==> src/rtl/la_trigger_sequencer_if.sv <==
// ---------------------------------------------------------------------------
// la_trigger_sequencer_if
// Bundles the host configuration/control signals and the sample-buffer side
// outputs of the trigger sequencer.
//   master : host register block / sample memory view (drives control+config)
//   slave  : the sequencer itself
// Signals:
//   start, abort, sample_en, trig_vec          control and sample stream
//   stage_mask, stage_or, stage_cnt, stage_last per-stage trigger program
//   pre_depth, post_depth                      capture window
//   busy, triggered, done, cur_stage           status
//   buf_we, buf_addr, trig_addr                sample buffer write port
// Optional (TRIG_TIMEOUT_EN): timeout in, timed_out out.
// ---------------------------------------------------------------------------
interface la_trigger_sequencer_if #(
  parameter int CH_NUM = 8,
  parameter int STAGES = 4,
  parameter int CNT_W  = 16,
  parameter int ADDR_W = 12
);
  logic                      start;
  logic                      abort;
  logic                      sample_en;
  logic [CH_NUM-1:0]         trig_vec;
  logic [STAGES*CH_NUM-1:0]  stage_mask;
  logic [STAGES-1:0]         stage_or;
  logic [STAGES*CNT_W-1:0]   stage_cnt;
  logic [2:0]                stage_last;
  logic [ADDR_W-1:0]         pre_depth;
  logic [ADDR_W-1:0]         post_depth;
  logic                      busy;
  logic                      triggered;
  logic                      done;
  logic [2:0]                cur_stage;
  logic                      buf_we;
  logic [ADDR_W-1:0]         buf_addr;
  logic [ADDR_W-1:0]         trig_addr;
`ifdef TRIG_TIMEOUT_EN
  logic [31:0]               timeout;
  logic                      timed_out;
`endif

  modport master (
`ifdef TRIG_TIMEOUT_EN
    output timeout,
    input  timed_out,
`endif
    output start, abort, sample_en, trig_vec,
    output stage_mask, stage_or, stage_cnt, stage_last,
    output pre_depth, post_depth,
    input  busy, triggered, done, cur_stage,
    input  buf_we, buf_addr, trig_addr
  );

  modport slave (
`ifdef TRIG_TIMEOUT_EN
    input  timeout,
    output timed_out,
`endif
    input  start, abort, sample_en, trig_vec,
    input  stage_mask, stage_or, stage_cnt, stage_last,
    input  pre_depth, post_depth,
    output busy, triggered, done, cur_stage,
    output buf_we, buf_addr, trig_addr
  );
endinterface

==> src/rtl/la_trigger_sequencer.sv <==
// ---------------------------------------------------------------------------
// la_trigger_sequencer
// Multi-stage trigger sequencer and capture-window controller for the logic
// analyzer. Walks up to STAGES programmable trigger stages over the comparator
// match vector and drives the sample buffer write enable/address through the
// pre-trigger fill, trigger wait and post-trigger fill phases.
// Ports:
//   clk   sample-domain clock
//   rstn  asynchronous active-low reset
//   bus   la_trigger_sequencer_if.slave (control, stage program, status,
//         sample buffer write port)
// Optional feature macro: TRIG_TIMEOUT_EN adds a WAIT-phase sample timeout
// (bus.timeout / bus.timed_out) that forces the trigger.
// ---------------------------------------------------------------------------
module la_trigger_sequencer #(
  parameter int CH_NUM = 8,
  parameter int STAGES = 4,
  parameter int CNT_W  = 16,
  parameter int ADDR_W = 12
) (
  input  logic                 clk,
  input  logic                 rstn,
  la_trigger_sequencer_if.slave bus
);

  typedef enum logic [2:0] {
    S_IDLE = 3'd0,
    S_PRE  = 3'd1,
    S_WAIT = 3'd2,
    S_POST = 3'd3,
    S_DONE = 3'd4
  } state_t;

  state_t              state_q, state_d;
  logic [ADDR_W-1:0]   addr_q, addr_d;
  logic [ADDR_W-1:0]   trig_addr_q, trig_addr_d;
  logic [ADDR_W-1:0]   pre_cnt_q, pre_cnt_d;
  logic [ADDR_W-1:0]   post_cnt_q, post_cnt_d;
  logic [CNT_W-1:0]    match_cnt_q, match_cnt_d;
  logic [2:0]          stage_q, stage_d;
  logic                triggered_q, triggered_d;
`ifdef TRIG_TIMEOUT_EN
  logic [31:0]         to_cnt_q, to_cnt_d;
  logic                timed_out_q, timed_out_d;
  logic [31:0]         to_nxt;
`endif

  // Stage evaluation: an empty mask is a "don't care" stage in both modes.
  function automatic logic stage_match(input logic [CH_NUM-1:0] tv,
                                       input logic [CH_NUM-1:0] mask,
                                       input logic              use_or);
    if (mask == '0)
      return 1'b1;
    if (use_or)
      return |(tv & mask);
    return &(tv | ~mask);
  endfunction

  // Program of the stage currently being evaluated.
  logic [CH_NUM-1:0] cur_mask;
  logic              cur_or;
  logic [CNT_W-1:0]  cur_cnt;
  logic [2:0]        last_stage;

  always_comb begin
    cur_mask = '0;
    cur_or   = 1'b0;
    cur_cnt  = '0;
    for (int k = 0; k < STAGES; k++) begin
      if (stage_q == 3'(k)) begin
        cur_mask = bus.stage_mask[k*CH_NUM +: CH_NUM];
        cur_or   = bus.stage_or[k];
        cur_cnt  = bus.stage_cnt[k*CNT_W +: CNT_W];
      end
    end
  end

  assign last_stage = (bus.stage_last > 3'(STAGES-1)) ? 3'(STAGES-1) : bus.stage_last;

  logic              hit, stage_done, fire;
  logic [ADDR_W-1:0] post_eff;
  logic [ADDR_W-1:0] addr_nxt, pre_nxt, post_nxt;
  logic              busy_state;

  assign hit        = stage_match(bus.trig_vec, cur_mask, cur_or);
  // Count is "matches minus one", so the final match is seen while the
  // counter still holds stage_cnt.
  assign stage_done = hit && (match_cnt_q == cur_cnt);
  assign post_eff   = (bus.post_depth == '0) ? ADDR_W'(1) : bus.post_depth;
  assign addr_nxt   = addr_q + 1'b1;
  assign pre_nxt    = pre_cnt_q + 1'b1;
  assign post_nxt   = post_cnt_q + 1'b1;
  assign busy_state = (state_q == S_PRE) || (state_q == S_WAIT) || (state_q == S_POST);

`ifdef TRIG_TIMEOUT_EN
  logic to_hit;
  assign to_nxt = to_cnt_q + 32'd1;
  assign to_hit = (bus.timeout != 32'd0) && (to_nxt == bus.timeout);
  assign fire   = (stage_done && (stage_q == last_stage)) || to_hit;
`else
  assign fire   = stage_done && (stage_q == last_stage);
`endif

  always_comb begin
    state_d     = state_q;
    addr_d      = addr_q;
    trig_addr_d = trig_addr_q;
    pre_cnt_d   = pre_cnt_q;
    post_cnt_d  = post_cnt_q;
    match_cnt_d = match_cnt_q;
    stage_d     = stage_q;
    triggered_d = triggered_q;
`ifdef TRIG_TIMEOUT_EN
    to_cnt_d    = to_cnt_q;
    timed_out_d = timed_out_q;
`endif

    if (bus.abort) begin
      // trig_addr survives an abort so the host can still read it back.
      state_d     = S_IDLE;
      addr_d      = '0;
      pre_cnt_d   = '0;
      post_cnt_d  = '0;
      match_cnt_d = '0;
      stage_d     = '0;
      triggered_d = 1'b0;
`ifdef TRIG_TIMEOUT_EN
      to_cnt_d    = '0;
      timed_out_d = 1'b0;
`endif
    end else begin
      case (state_q)
        S_IDLE, S_DONE: begin
          if (bus.start) begin
            state_d     = S_PRE;
            addr_d      = '0;
            pre_cnt_d   = '0;
            post_cnt_d  = '0;
            match_cnt_d = '0;
            stage_d     = '0;
            triggered_d = 1'b0;
`ifdef TRIG_TIMEOUT_EN
            to_cnt_d    = '0;
            timed_out_d = 1'b0;
`endif
          end
        end

        S_PRE: begin
          if (bus.sample_en) begin
            addr_d    = addr_nxt;
            pre_cnt_d = pre_nxt;
            if (pre_nxt >= bus.pre_depth)
              state_d = S_WAIT;
          end else if (bus.pre_depth == '0) begin
            state_d = S_WAIT;
          end
        end

        S_WAIT: begin
          if (bus.sample_en) begin
            // Address wraps naturally: circular pre-trigger history.
            addr_d = addr_nxt;
`ifdef TRIG_TIMEOUT_EN
            to_cnt_d = to_nxt;
`endif
            if (fire) begin
              triggered_d = 1'b1;
              trig_addr_d = addr_q;
              match_cnt_d = '0;
`ifdef TRIG_TIMEOUT_EN
              timed_out_d = to_hit;
`endif
              // The trigger sample is the first post sample.
              if (post_eff == ADDR_W'(1)) begin
                state_d = S_DONE;
              end else begin
                state_d    = S_POST;
                post_cnt_d = ADDR_W'(1);
              end
            end else if (stage_done) begin
              match_cnt_d = '0;
              stage_d     = stage_q + 3'd1;
            end else if (hit) begin
              match_cnt_d = match_cnt_q + 1'b1;
            end
          end
        end

        S_POST: begin
          if (bus.sample_en) begin
            addr_d     = addr_nxt;
            post_cnt_d = post_nxt;
            if (post_nxt >= post_eff)
              state_d = S_DONE;
          end
        end

        default: state_d = S_IDLE;
      endcase
    end
  end

  always_ff @(posedge clk or negedge rstn) begin
    if (!rstn) begin
      state_q     <= S_IDLE;
      addr_q      <= '0;
      trig_addr_q <= '0;
      pre_cnt_q   <= '0;
      post_cnt_q  <= '0;
      match_cnt_q <= '0;
      stage_q     <= '0;
      triggered_q <= 1'b0;
`ifdef TRIG_TIMEOUT_EN
      to_cnt_q    <= '0;
      timed_out_q <= 1'b0;
`endif
    end else begin
      state_q     <= state_d;
      addr_q      <= addr_d;
      trig_addr_q <= trig_addr_d;
      pre_cnt_q   <= pre_cnt_d;
      post_cnt_q  <= post_cnt_d;
      match_cnt_q <= match_cnt_d;
      stage_q     <= stage_d;
      triggered_q <= triggered_d;
`ifdef TRIG_TIMEOUT_EN
      to_cnt_q    <= to_cnt_d;
      timed_out_q <= timed_out_d;
`endif
    end
  end

  // Write enable is combinational so the write lands on the current sample.
  assign bus.buf_we    = bus.sample_en & busy_state;
  assign bus.buf_addr  = addr_q;
  assign bus.trig_addr = trig_addr_q;
  assign bus.busy      = busy_state;
  assign bus.done      = (state_q == S_DONE);
  assign bus.triggered = triggered_q;
  assign bus.cur_stage = stage_q;
`ifdef TRIG_TIMEOUT_EN
  assign bus.timed_out = timed_out_q;
`endif

endmodule

==> src/flat_wrapper.sv <==
// flat-port wrapper written by rule: the top's interface ports become plain ports
module la_trigger_sequencer_flat 
#(
  parameter int CH_NUM = 8,
  parameter int STAGES = 4,
  parameter int CNT_W  = 16,
  parameter int ADDR_W = 12
)
  (clk, rstn, bus_start, bus_abort, bus_sample_en, bus_trig_vec, bus_stage_mask, bus_stage_or, bus_stage_cnt, bus_stage_last, bus_pre_depth, bus_post_depth, bus_busy, bus_triggered, bus_done, bus_cur_stage, bus_buf_we, bus_buf_addr, bus_trig_addr);
  la_trigger_sequencer_if #(.CH_NUM(CH_NUM), .STAGES(STAGES), .CNT_W(CNT_W), .ADDR_W(ADDR_W)) bus_i ();
  input  logic clk;
  input  logic rstn;
  input wire logic [$bits(bus_i.start)-1:0] bus_start;
  input wire logic [$bits(bus_i.abort)-1:0] bus_abort;
  input wire logic [$bits(bus_i.sample_en)-1:0] bus_sample_en;
  input wire logic [$bits(bus_i.trig_vec)-1:0] bus_trig_vec;
  input wire logic [$bits(bus_i.stage_mask)-1:0] bus_stage_mask;
  input wire logic [$bits(bus_i.stage_or)-1:0] bus_stage_or;
  input wire logic [$bits(bus_i.stage_cnt)-1:0] bus_stage_cnt;
  input wire logic [$bits(bus_i.stage_last)-1:0] bus_stage_last;
  input wire logic [$bits(bus_i.pre_depth)-1:0] bus_pre_depth;
  input wire logic [$bits(bus_i.post_depth)-1:0] bus_post_depth;
  output wire logic [$bits(bus_i.busy)-1:0] bus_busy;
  output wire logic [$bits(bus_i.triggered)-1:0] bus_triggered;
  output wire logic [$bits(bus_i.done)-1:0] bus_done;
  output wire logic [$bits(bus_i.cur_stage)-1:0] bus_cur_stage;
  output wire logic [$bits(bus_i.buf_we)-1:0] bus_buf_we;
  output wire logic [$bits(bus_i.buf_addr)-1:0] bus_buf_addr;
  output wire logic [$bits(bus_i.trig_addr)-1:0] bus_trig_addr;
  assign bus_i.start = bus_start;
  assign bus_i.abort = bus_abort;
  assign bus_i.sample_en = bus_sample_en;
  assign bus_i.trig_vec = bus_trig_vec;
  assign bus_i.stage_mask = bus_stage_mask;
  assign bus_i.stage_or = bus_stage_or;
  assign bus_i.stage_cnt = bus_stage_cnt;
  assign bus_i.stage_last = bus_stage_last;
  assign bus_i.pre_depth = bus_pre_depth;
  assign bus_i.post_depth = bus_post_depth;
  assign bus_busy = bus_i.busy;
  assign bus_triggered = bus_i.triggered;
  assign bus_done = bus_i.done;
  assign bus_cur_stage = bus_i.cur_stage;
  assign bus_buf_we = bus_i.buf_we;
  assign bus_buf_addr = bus_i.buf_addr;
  assign bus_trig_addr = bus_i.trig_addr;
  la_trigger_sequencer #(.CH_NUM(CH_NUM), .STAGES(STAGES), .CNT_W(CNT_W), .ADDR_W(ADDR_W)) u_core (.clk(clk), .rstn(rstn), .bus(bus_i));
endmodule
==> config.mk <==
export PLATFORM = sky130hd
export DESIGN_NAME = la_trigger_sequencer_flat
export DESIGN_NICKNAME = d
export VERILOG_FILES = /design/src/rtl/la_trigger_sequencer_if.sv /design/src/rtl/la_trigger_sequencer.sv /design/src/flat_wrapper.sv
export SDC_FILE = /design/constraint.sdc
export NUM_CORES = 1
export LEC_CHECK = 0
export CORE_UTILIZATION = 49
export CTS_CLUSTER_DIAMETER = 40
export CTS_CLUSTER_SIZE = 10
export DETAILED_ROUTE_END_ITERATION = 10
export GPL_ROUTABILITY_DRIVEN = 1
export PLACE_DENSITY = 0.9
export SLEW_MARGIN = 25
export SYNTH_ARGS = -nofsm -noshare
export SYNTH_HDL_FRONTEND = slang
export SYNTH_SLANG_ARGS = --single-unit
==> constraint.sdc <==
create_clock -name clk -period 4.1 [get_ports clk]
set_input_delay 0.41 -clock clk [delete_from_list [all_inputs] [get_ports clk]]
set_output_delay 0.41 -clock clk [all_outputs]
set_load 0.05 [all_outputs]
# Yosys cells after proc, flatten, opt, wreduce, memory -nomap -nowiden
# Cells that the tools add are included.
[classes] magnitude_cmp=3 muxes=63 eq_ne=23 n_bitwise=5 reduce_logical=25 add_sub_neg=5
[op_table] operator="$mux 16" count=10
[op_table] operator="$mux 12" count=11
[op_table] operator="$mux 3" count=16
[op_table] operator="$pmux 12 s2" count=2
[op_table] operator="$add 12x1->12 const B" count=3
[op_table] operator="$pmux 12 s3" count=1
[op_table] operator="$mux 8" count=4
[op_table] operator="$pmux 16 s2" count=1
[op_table] operator="$ge 12x12->1" count=2
[op_table] operator="$logic_not 12->1" count=2
[op_table] operator="$ne 3x3->1 const B" count=7
[op_table] operator="$add 16x1->16 const B" count=1
[op_table] operator="$eq 16x16->1" count=1
[op_table] operator="$mux 1" count=15
[op_table] operator="$eq 12x1->1 const B" count=1
[op_table] operator="$eq 3x2->1 const B" count=4
[op_table] operator="$pmux 3 s4" count=1
[op_table] operator="$reduce_and 4->1" count=3
[op_table] operator="$reduce_bool 3->1" count=3
[op_table] operator="$and 8x8->8" count=1
[op_table] operator="$logic_not 8->1" count=1
[op_table] operator="$ne 4x4->1 const B" count=2
[op_table] operator="$not 8->8" count=1
[op_table] operator="$or 8x8->8" count=1
[op_table] operator="24 further kinds" count=30
[totals] regBits=71 out_inout_bits=31 wordCells=132

# Longest topological paths before layout
[depth] word_depth=16 depth_mapped=16 depth_no_buf=14

# Least setup slack after synthesis
# Ideal clock, no wire load.
[synth_timing] path_kind="reg-to-reg" from="register u_core.stage_q[2] (netlist: u_core.bus.cur_stage[2])" to="register u_core.post_cnt_q[0]" required_ps=3972 stages_incl_launch_ff=14 n_path_buf=3 t_arrival_ps=3837 setup_slack_ps=135 synth_period_minus_slack_ps=3965 setup_ps=128 path_cell_list="dfrtp_1 -> clkbuf_1 -> inv_1 -> ha_1 -> or2_4 -> buf_6 -> o21ai_0 -> nand2_1 -> or4_1 -> or4_4 -> or3_1 -> buf_2 -> o21a_1 -> mux2_1"
[synth_between] elab_chain_len=14
[synth_lines] item="start: declaration" line_no="la_trigger_sequencer.sv:40" source="logic [2:0] stage_q, stage_d;"
[synth_lines] item="start signal: assignment" line_no="la_trigger_sequencer.sv:225" source="stage_q <= stage_d;"
[synth_lines] item="$logic_not 3->1" line_no="la_trigger_sequencer.sv:70" source="if (stage_q == 3'(k)) begin"
[synth_lines] item="$mux 8 (4 in series)" line_no="la_trigger_sequencer.sv:70"
[synth_lines] item="$and 8x8->8 or $not 8->8 (tied branches)" line_no="la_trigger_sequencer.sv:55, la_trigger_sequencer.sv:56"
[synth_lines] item="$reduce_or 8->1 or $or 8x8->8 (tied branches)" line_no="la_trigger_sequencer.sv:55, la_trigger_sequencer.sv:56"
[synth_lines] item="$mux 1 or $reduce_and 8->1 (tied branches)" line_no="la_trigger_sequencer.sv:54, la_trigger_sequencer.sv:56"
[synth_lines] item="$mux 1" line_no="la_trigger_sequencer.sv:56" source="return &(tv | ~mask);"
[synth_lines] item="$mux 1" line_no="la_trigger_sequencer.sv:54" source="if (use_or)"
[synth_lines] item="$logic_and 1x1->1" line_no="la_trigger_sequencer.sv:88" source="assign stage_done = hit && (match_cnt_q == cur_cnt);"
[synth_lines] item="$logic_and 1x1->1 *" line_no="la_trigger_sequencer.sv:101" source="assign fire = stage_done && (stage_q == last_stage);"
[synth_lines] item="$ne 3x2->1 (no source line) *"
[synth_lines] item="$reduce_and 6->1 (no source line) *"
[synth_lines] item="end signal: assignment" line_no="la_trigger_sequencer.sv:223" source="post_cnt_q <= post_cnt_d;"
[synth_lines] item="end: declaration" line_no="la_trigger_sequencer.sv:38" source="logic [ADDR_W-1:0] post_cnt_q, post_cnt_d;"
# Mark *: on every way between the ends. The rest lies on a longest branch, timed or not. The select of a mux whose other input is x is not followed.
# A chain may end at the register's enable or synchronous reset.

# Final worst setup path
[layout_timing] from="register u_core.stage_q[0] (netlist: u_core.bus.cur_stage[0])" to="register u_core.post_cnt_q[0]"
# Same word-level chain as after synthesis.

==> impl_metrics.json <==
{
  "result_of_the_run": "finished clean",
  "detail_route.drc_violations": 0,
  "numClockSinks": 71,
  "final_routed_wirelength_across_all_metal_layers_um": 18900,
  "antenna_cells_inserted": 0,
  "slew-limit-headroom": 0.492,
  "highest_clock_rate_mhz": 262,
  "clock_skew_ns": 0.00433,
  "seq_area_frac_synth": 0.293,
  "hold_path_class": "input pin to async pin",
  "timing.final.crit_period_ns": 3.82,
  "final-seq-area_mm2": 0.00178,
  "cts_inserted_buffers": 9,
  "worst_skew_pair.late_latency_ns": 0.33,
  "synthesis.area_mm2": 0.00606,
  "floorplan.core_area_mm2": 0.0121,
  "crit_path_max_fanout": 13,
  "timing.setup.critical_path_class": "flop to flop",
  "final.hold.worst_slack_ns": 0.0735,
  "grt_pass1_vias": 6129,
  "grt_setup_unrepaired": "no",
  "tritoncts": "yes",
  "worst_slack_ns": 0.280,
  "post_synth_inst_count": 723,
  "max-clock-path-buffers": 2,
  "leakagePower_nw": 3.65,
  "drtAntennaViolNets": 0,
  "finish.instance_area_mm2": 0.00834,
  "floorplan.io_pins": 171,
  "grt_pass1_wl_um": 30400,
  "final_slew_viol_count": 0,
  "clkTransAtPathRegs_ns": 0.05,
  "floorplan.die.width_um": 113,
  "fin_util": 0.691,
  "final-hold-violation-count": 0,
  "synth-edff-count": 0,
  "timing.max_cap.violations": 0,
  "nets": 1069,
  "synthMostInstantiatedCell": "sky130_fd_sc_hd__dfrtp_1",
  "floorplan.rows": 40,
  "vdd_ir_drop_max_mv": 0.355,
  "fp.dieArea_mm2": 0.0128,
  "min_period_over_period": 0.932,
  "critPathArrivalTime_ns": 4.03,
  "netlist.top_cell.by_area": "sky130_fd_sc_hd__dfrtp_1",
  "place.port_buffers": 170,
  "start_kind": "flop",
  "yosys_most_used_dff": "sky130_fd_sc_hd__dfrtp_1",
  "area_of_the_multi_input_gates_mm2": 0.00393,
  "area_growth_syn_to_layout_pct": 37.5,
  "synth_top_area_share": 0.293,
  "groute.usage.overall": 0.297,
  "vias_per_cell": 5.97,
  "detailedPlacementHpwl_um": 14600,
  "drt_pass1_iterations": 5,
  "dpl_worst_slack_ns": 0.121,
  "globalRoute.totalOverflow": 0,
  "cts.root.buffer_cell": "sky130_fd_sc_hd__clkbuf_16",
  "ctsHtreeMaxLevel": 3,
  "postCtsSetupBuffers": 0,
  "synth-seq-cells": 71,
  "post_dp_cell_area_mm2": 0.00800,
  "wire_per_inst_um": 17.7,
  "r2r-start": "u_core.bus.cur_stage[0]$_DFFE_PN0P_",
  "setup_viol": 0,
  "antenna_found_initial": 0,
  "yosysUniqueCellTypes": 67,
  "route.vias.total": 6386,
  "detailedRoute.firstIterationViolations": 700,
  "worst-slew-pin-transition_ns": 0.757,
  "routabilityCongestion": 0.927,
  "fin_setup_tns_ns": 0,
  "netlist_top_cells_area": "sky130_fd_sc_hd__dfrtp_1, sky130_fd_sc_hd__ha_1, sky130_fd_sc_hd__nor2_1, sky130_fd_sc_hd__inv_1, sky130_fd_sc_hd__o21ai_0",
  "final.fill_count": 945,
  "ys_async_sr_fraction": 1.00,
  "pwr_density_cell_mw_per_mm2": 277,
  "setup.worst_path.start": "u_core.bus.cur_stage[0]$_DFFE_PN0P_",
  "ys_top_cells_by_count": "sky130_fd_sc_hd__dfrtp_1, sky130_fd_sc_hd__nor2_1, sky130_fd_sc_hd__inv_1",
  "cp.required_ns": 4.31,
  "fp.dieH_um": 113,
  "post_route_cells_drive_above_1_share": 0.0821,
  "grt_start_max_net_pins": 48,
  "syn_avg_cell_area_um2": 8.39,
  "start_util": 0.503,
  "synth_nets": 896,
  "yosysWarningCount": 0,
  "endpoint_kind": "flop"
}
## critical path, cell delays in order, from the launching register on
cell                        delay (ns)
sky130_fd_sc_hd__dfrtp_1          0.42
sky130_fd_sc_hd__ha_1             0.22
sky130_fd_sc_hd__ha_2             0.26
sky130_fd_sc_hd__or2_4            0.30
sky130_fd_sc_hd__o21ai_0          0.20
sky130_fd_sc_hd__o2111ai_1        0.13
sky130_fd_sc_hd__or4_1            0.51
sky130_fd_sc_hd__or4_4            0.56
sky130_fd_sc_hd__or3_1            0.43
sky130_fd_sc_hd__o21a_2           0.32
sky130_fd_sc_hd__mux2_1           0.33
## placed cells by master, fill, tap and decap left out, types with 9 or more instances in the layout
master,netlist,routed
sky130_fd_sc_hd__nand3_1,26,26
sky130_fd_sc_hd__a22oi_1,20,20
sky130_fd_sc_hd__nor2_1,59,59
sky130_fd_sc_hd__nor2b_1,16,16
sky130_fd_sc_hd__ha_1,33,31
sky130_fd_sc_hd__nand2b_1,13,13
sky130_fd_sc_hd__a22o_1,10,10
sky130_fd_sc_hd__buf_4,1,25
sky130_fd_sc_hd__mux2_2,18,18
sky130_fd_sc_hd__and3_1,20,20
sky130_fd_sc_hd__xnor2_1,22,22
sky130_fd_sc_hd__clkdlybuf4s50_1,0,169
sky130_fd_sc_hd__a2111oi_0,11,11
sky130_fd_sc_hd__dfrtp_1,71,71
sky130_fd_sc_hd__inv_1,55,55
sky130_fd_sc_hd__a211o_1,11,11
sky130_fd_sc_hd__xor2_1,18,18
sky130_fd_sc_hd__nand2_1,44,44
sky130_fd_sc_hd__clkbuf_16,0,9
sky130_fd_sc_hd__nand4_1,9,9
sky130_fd_sc_hd__nand3b_1,13,13
sky130_fd_sc_hd__a21oi_1,23,23
sky130_fd_sc_hd__nor3_1,11,11
sky130_fd_sc_hd__o21ai_0,41,41
sky130_fd_sc_hd__a211oi_1,13,13
sky130_fd_sc_hd__a221oi_1,12,12
sky130_fd_sc_hd__nor4_1,11,11
## cells by family (layout without fill, tap and decap cells)
| logic type | Yosys count | in the layout | share of synthesized area |
|---|---|---|---|
| muxes | 26 | 26 | 0.0468 |
| adders and majority gates | 33 | 33 | 0.0681 |
| DFF | 71 | 71 | 0.293 |
| and+or+nand+nor | 256 | 256 | 0.227 |
| AOI/OAI and AO/OA | 210 | 210 | 0.248 |
| buffers and inverters | 87 | 265 | 0.0594 |
| xor gates and xnor gates | 40 | 40 | 0.0578 |
## stage by stage
stage | total power, mW | cells
after floorplan | 1.16 | 723
after global placement | 1.44 | 1053
after detailed placement | 1.45 | 1053
after CTS | 2.31 | 1069
after global routing | 2.42 | 1069
final | 2.31 | 1069
## routing by layer
layer / track usage / routed length (um) / up-vias
li1: - / - / 3035
met1: 0.376 / 8040 / 3018
met2: 0.494 / 8750 / 289
met3: 0.0616 / 1560 / 44
met4: 0.118 / 570 / 0
met5: 0 / 0 / -
## sequential cells by signal (all words and copies together), names as in the netlist
| signal | flops |
|---|---|
| u_core.bus.buf_addr | 12 |
| u_core.bus.cur_stage | 3 |
| u_core.bus.trig_addr | 12 |
| u_core.bus.triggered | 1 |
| u_core.match_cnt_q | 16 |
| u_core.post_cnt_q | 12 |
| u_core.pre_cnt_q | 12 |
| u_core.state_q | 3 |
## worst paths after layout
path / endpoint / slack, ns / cells after the start
worst min register to register: u_core.bus.trig_addr[9]$_DFFE_PN0P_ / 0.51 / 1
min in group clk: u_core.bus.trig_addr[9]$_DFFE_PN0P_ / 0.51 / 1
max in group asynchronous: u_core.post_cnt_q[3]$_DFFE_PN0P_ / 3.28 / 2
worst max-delay path: u_core.post_cnt_q[0]$_DFFE_PN0P_ / 0.28 / 10
worst max register to register: u_core.post_cnt_q[0]$_DFFE_PN0P_ / 0.28 / 10
worst min-delay path: u_core.bus.trig_addr[1]$_DFFE_PN0P_ / 0.07 / 1
## cell type report
type	instances	share of cell area
clock buffer	11	0.0303
clock inverter	5	0.00960
inverter	55	0.0248
multi-input combinational	565	0.472
sequential	71	0.213
tap	168	0.0252
timing repair buffer	194	0.225
## power breakdown
| group | internal (mW) | switching (mW) | total [mW] |
|---|---|---|---|
| Sequential | 0.726 | 0.0606 | 0.787 |
| Combinational | 0.304 | 0.363 | 0.668 |
| Clock | 0.564 | 0.293 | 0.858 |
| Total | 1.60 | 0.717 | 2.31 |
## repair_timing
item                                   4_1_cts  5_1_grt
setup endpoints to repair                    0        4
resized for setup                            0        3
endpoints found under the hold margin        0        0
hold buffers                                 0        0
(Power assumes the default switching activity.)
